### src/rtl/fetch_unit.sv
// Instruction fetch front end: credit-limited requests to instruction memory,
// in-order response tracking, and a 2-entry buffer feeding decode.
module fetch_unit (
    input  logic        clk,
    input  logic        rst,
    input  logic        stall,
    input  logic        jb,
    input  logic [15:0] jb_target,
    output logic        imem_req,
    output logic [15:0] imem_addr,
    input  logic        imem_gnt,
    input  logic        imem_rvalid,
    input  logic [31:0] imem_rdata,
    output logic [15:0] pc_out,
    output logic [31:0] inst_out,
    output logic        inst_valid
);
    localparam logic [31:0] NOP = 32'h0000_0013;

    logic [15:0] fpc;
    logic [15:0] fifo_pc   [2];
    logic [31:0] fifo_inst [2];
    logic        fifo_rd;
    logic        fifo_wr;
    logic [1:0]  fifo_cnt;
    logic [15:0] ifq_pc    [2];
    logic        ifq_rd;
    logic        ifq_wr;
    logic [1:0]  osd;
    logic [1:0]  drp;

    logic        pop;
    logic        push;
    logic        fetch;
    logic [2:0]  used;

    assign inst_valid = (fifo_cnt != 2'd0);
    assign pc_out     = inst_valid ? fifo_pc[fifo_rd]   : 16'h0000;
    assign inst_out   = inst_valid ? fifo_inst[fifo_rd] : NOP;

    assign pop  = inst_valid && !stall && !jb;
    assign push = imem_rvalid && (drp == 2'd0) && !jb;

    // The head leaving this cycle frees its slot, so a 1-cycle memory streams
    // one instruction per cycle while buffered + outstanding never exceeds two.
    assign used      = {1'b0, fifo_cnt} + {1'b0, osd} - {2'b00, pop};
    assign imem_req  = !rst && !jb && (used < 3'd2);
    assign imem_addr = fpc;
    assign fetch     = imem_req && imem_gnt;

    always_ff @(posedge clk or posedge rst) begin
        if (rst) begin
            fpc          <= 16'h0000;
            fifo_rd      <= 1'b0;
            fifo_wr      <= 1'b0;
            fifo_cnt     <= 2'd0;
            ifq_rd       <= 1'b0;
            ifq_wr       <= 1'b0;
            osd          <= 2'd0;
            drp          <= 2'd0;
            fifo_pc[0]   <= 16'h0000;
            fifo_pc[1]   <= 16'h0000;
            fifo_inst[0] <= NOP;
            fifo_inst[1] <= NOP;
            ifq_pc[0]    <= 16'h0000;
            ifq_pc[1]    <= 16'h0000;
        end else begin
            osd <= osd + {1'b0, fetch} - {1'b0, imem_rvalid};
            if (jb) begin
                // Everything still in flight belongs to the wrong path and is dropped on return.
                fpc      <= jb_target;
                fifo_rd  <= 1'b0;
                fifo_wr  <= 1'b0;
                fifo_cnt <= 2'd0;
                ifq_rd   <= 1'b0;
                ifq_wr   <= 1'b0;
                drp      <= osd - {1'b0, imem_rvalid};
            end else begin
                if (fetch) begin
                    fpc            <= fpc + 16'd4;
                    ifq_pc[ifq_wr] <= fpc;
                    ifq_wr         <= ~ifq_wr;
                end
                if (imem_rvalid && (drp != 2'd0)) begin
                    drp <= drp - 2'd1;
                end
                if (push) begin
                    fifo_pc[fifo_wr]   <= ifq_pc[ifq_rd];
                    fifo_inst[fifo_wr] <= imem_rdata;
                    fifo_wr            <= ~fifo_wr;
                    ifq_rd             <= ~ifq_rd;
                end
                if (pop) begin
                    fifo_rd <= ~fifo_rd;
                end
                fifo_cnt <= fifo_cnt + {1'b0, push} - {1'b0, pop};
            end
        end
    end

    always_ff @(posedge clk) begin
        if (!rst) begin
            assert (!(push && (fifo_cnt == 2'd2)));
            assert (osd != 2'd3);
        end
    end
endmodule

### config.mk
export PLATFORM = sky130hd
export DESIGN_NAME = fetch_unit
export DESIGN_NICKNAME = d
export VERILOG_FILES = /design/src/rtl/fetch_unit.sv
export SDC_FILE = /design/constraint.sdc
export NUM_CORES = 1
export LEC_CHECK = 0
export CAP_MARGIN = 15
export CORE_AREA = 2 2 173 90
export DETAILED_ROUTE_END_ITERATION = 6
export DIE_AREA = 0 0 175 92
export PLACE_DENSITY_LB_ADDON = 0.05
export REMOVE_ABC_BUFFERS = 1
export SETUP_SLACK_MARGIN = 0.1
export SLEW_MARGIN = 10
export SYNTH_ARGS = -nofsm -noshare
export SYNTH_HDL_FRONTEND = slang
export SYNTH_SLANG_ARGS = --single-unit
### constraint.sdc
create_clock -name clk -period 11.6 [get_ports clk]
set_input_delay 2.32 -clock clk [delete_from_list [all_inputs] [get_ports clk]]
set_output_delay 2.32 -clock clk [all_outputs]
set_load 0.01 [all_outputs]
==> metrics.log <==
INFO  metric dieWidth = 175 um
INFO  metric synth_top_cell_area_share = 51.62%
INFO  metric post_synth.cell_area_avg = 12.12 sq um
INFO  metric post_drt_via_cell_ratio = 5.307
INFO  metric core_area = 0.01485 sq mm
INFO  metric power = 2.015 mW
INFO  metric p_sw_share = 30.87%
INFO  metric global_route.usage.total = 21.20%
INFO  metric dpl_worst_slack = 3975 ps
INFO  metric dpl-instance-area = approximately 0.0085 sq mm
INFO  metric netlist_instances = 592
INFO  metric clk-insertion-delay-late = 410 ps
INFO  metric gp_congestion = 0.8062
INFO  metric overall_overflow_remaining_after_global_route = 0
INFO  metric r2r_cells = 14
INFO  metric cts_inserted_buffers = 17
INFO  metric slew_headroom = between 20% and 30%
INFO  metric initial_utilization = around half
INFO  metric power_frac_comb = between 20 and 30%
INFO  metric path_clk_slew = 60 ps
INFO  metric first_pass_grt_wire_length = 26590 um
INFO  metric portBuffers = 119
INFO  metric cts_max_path_buffers = 2
INFO  metric synth_to_layout_area_growth = 27.17%
INFO  metric ff2ff_setup_slack = 7350 ps
INFO  metric worst_pin_slew = between 1000 and 1500 ps
INFO  metric grt_max_degree = 87
INFO  metric grt_antenna_before_repair = 0
INFO  metric num_vias = 4856
INFO  metric drt_drc_violations_left = 0
INFO  metric power_switching = 622.1 uW
INFO  metric min_from = fifo_pc[5]$_DFFE_PP0P_
INFO  metric finalInstanceArea = between 0.009 and 0.01 sq mm
INFO  metric count_of_pins_over_their_slew_limit = 0
INFO  metric synth_cell_types = 49
INFO  metric critical_path_peak_fanout = 34
INFO  metric clockPowerShare = 28.0%
INFO  metric numClockSinks = 154
INFO  metric antenna_cells_inserted = 0
INFO  metric worstSetupPathType = in2out
INFO  metric clockRootBuffer = clkbuf_16
INFO  metric timing.critical_path.arrival = 5290 ps
INFO  metric count_of_endpoints_failing_hold_in_the_final_timing_report = 0
INFO  metric critical_path.reg2reg.endpoint = osd[1]$_DFF_PP0_
INFO  metric timing.hold.worst_endpoint = fifo_pc[5]$_DFFE_PP0P_
INFO  metric critical_path.endpoint_type = output port
INFO  metric cts_repair_resize_count = 0
INFO  metric timing.max_cap.violations = 0
INFO  metric setup_fix_bufs_post_cts = 0
INFO  metric num_io_pins = 120
INFO  metric first_global_vias = about 5100
INFO  metric max_freq = ~0.13 GHz
INFO  metric min-delay-path-class = reg2reg
INFO  metric ys_ff_latch = around 150
INFO  metric post_synth_instance_area = 0.007174 sq mm
INFO  metric layout_min_cycle_time = approximately 7600 ps
INFO  metric ys_seq_area_share = 53.82%
INFO  metric p_leak = 3.931 nW
INFO  metric rsz_0062_raised_after_global_routing = false
INFO  metric final_layout_size_suffix_gt1_share = 17.44%
INFO  metric nets = 762
INFO  metric route.antenna.remaining_nets = 0
INFO  metric drt-total-wl = about 16000 um
INFO  metric yosys_most_used_dff = dfrtp_1
INFO  metric min_delay_path_depth = 2
INFO  metric wl_per_cell = 17.52 um
INFO  metric drt_pre_antenna_iters = 4
INFO  metric cell_type_with_the_largest_total_area_after_synthesis = dfrtp_1
INFO  metric p_per_area = 220.8 mW/mm^2
INFO  metric tritoncts_clock_tree = yes
INFO  metric finalSetupTns = 0 ps
INFO  metric intPower = 1.393 mW
INFO  metric post-dp-hpwl = 10310 um
INFO  metric num_rows = 32
INFO  metric critPathLaunchType = input port
INFO  metric synthesis.yosys.warnings = 0
INFO  metric status = finished, final reports clean
INFO  metric crit_required = slightly above 9000 ps
INFO  metric clock_skew = 13.58 ps
INFO  metric startpoint_of_the_worst_register_to_register_path = fifo_cnt[1]$_DFF_PP0_
INFO  metric cts_hold_buf = 0
INFO  metric cts_htree_levels = 4
INFO  metric fp.dieArea = between 0.015 and 0.02 sq mm
INFO  metric sequentialPowerShare = 43.5%
INFO  metric report.final.setup_viol = 0
INFO  metric synth_enable_flop_cells = 0
INFO  metric fin_ws = ~4000 ps
INFO  metric period_share = between 60 and 70%
INFO  metric drt-initial-drc-count = 179
INFO  metric die_h = between 90 and 100 um
INFO  metric power.ir.vdd_worst = 105.5 uV
INFO  metric synth-async-reset-ratio = 100.0%
INFO  metric netlist_top_cells_area = dfrtp_1, mux2_2, mux2i_1
## per-layer routing
layer | GRT usage (%) | part of all wire (%) | up-vias
li1 | - | - | 2292
met1 | 29.94 | 50 | 2453
met5 | 0 | 0 | -
met2 | 33.00 | 45 | 107
met3 | 5.804 | 5.3 | 4
met4 | 4.306 | 0.27 | 0
## critical path, cell delays in order
cell and delay, ps:
clkdlybuf4s50_1 390, buf_4 250, nor3_1 360, ha_1 300, nand2b_1 150, fa_1 370
xor2_1 360, and4b_1 240, clkdlybuf4s50_1 530
## stage by stage
| step | cells | hold WS [ps] | utilization, % |
|---|---|---|---|
| detailed placement | 882 | 469.6 | 57.20 |
| global route | 915 | 503.6 | 61.42 |
| floorplan | 553 | 449.6 | - |
| global placement | 882 | 460.2 | 57.20 |
| CTS | 914 | 483.3 | 61.24 |
| finish | 915 | 477.4 | 61.42 |
## placed cells by master (no fill, tap or decap), types with 6 or more instances in the layout
master	count
a21oi_1	22
a221o_1	9
buf_4	6
clkbuf_16	17
clkdlybuf4s50_1	119
dfrtp_1	147
dfstp_2	6
ha_1	9
inv_1	12
inv_6	7
mux2_1	29
mux2_2	59
mux2_4	10
mux2i_1	66
nand2_1	23
nand3_1	8
nor2_1	71
o21ai_0	17
xnor2_1	6
## power groups by stage
stage | logic, mW | clock network, mW | registers [mW]
2_1_floorplan | 0.385 | 0 | 0.859
5_1_grt | 0.643 | 0.598 | 0.902
6_report | 0.574 | 0.564 | 0.877
3_3_place_gp | 0.555 | 0 | 0.870
3_5_place_dp | 0.578 | 0 | 0.885
4_1_cts | 0.582 | 0.575 | 0.877
## area by class of cell
class	instances	area (sq um)
tap	204	255.2
fill	1198	5731
clock inverter	14	160.2
inverter	14	60.06
sequential	154	3862
clock buffer	18	439.2
timing repair buffer	126	1264
multi-input combinational	385	3083
## sequential cells by signal, indices dropped and copies added (netlist names)
signal / count
imem_addr: 16
fifo_wr: 1
fifo_pc: 32
fifo_inst: 64
osd: 2
fifo_rd: 1
drp: 2
ifq_wr: 1
ifq_pc: 32
fifo_cnt: 2
ifq_rd: 1
## kinds of logic after synthesis
group | share of synthesized area (%)
muxes | 25.11
DFF | 53.82
and+or+nand+nor | 8.929
AOI/OAI and AO/OA | 5.668
buffers and inverters | 3.401
xor gates and xnor gates | 1.221
adders and majority gates | 1.849
## worst max path at each step
stage,slack (ps),from,endpoint
floorplan,3170,rst,imem_req
global placement,4090,jb,imem_req
detailed placement,3980,jb,imem_req
CTS,3970,jb,imem_req
global route,3780,jb,imem_req
finish,3990,jb,imem_req
## synthesized netlist by cell type (2+ instances only)
library cell  instances
a21o_1                3
a21oi_1              22
a221o_1               9
a22oi_1               3
and3_1                2
buf_1                 5
buf_2                12
buf_6                 3
clkbuf_1             17
dfrtp_1             148
dfstp_2               6
ha_1                  9
inv_1                13
mux2_1               29
mux2_2               59
mux2_4               10
mux2i_1              66
nand2_1              23
nand2b_1              2
nand3_1               8
nand4_1               4
nor2_1               72
nor3_1                4
nor3b_1               2
nor4_1                3
o211ai_1              2
o21ai_0              17
o21ai_1               3
o21bai_1              4
or2_2                 3
or4_1                 3
xnor2_1               6
xor2_1                4
Power figures use the tool's default switching activity.
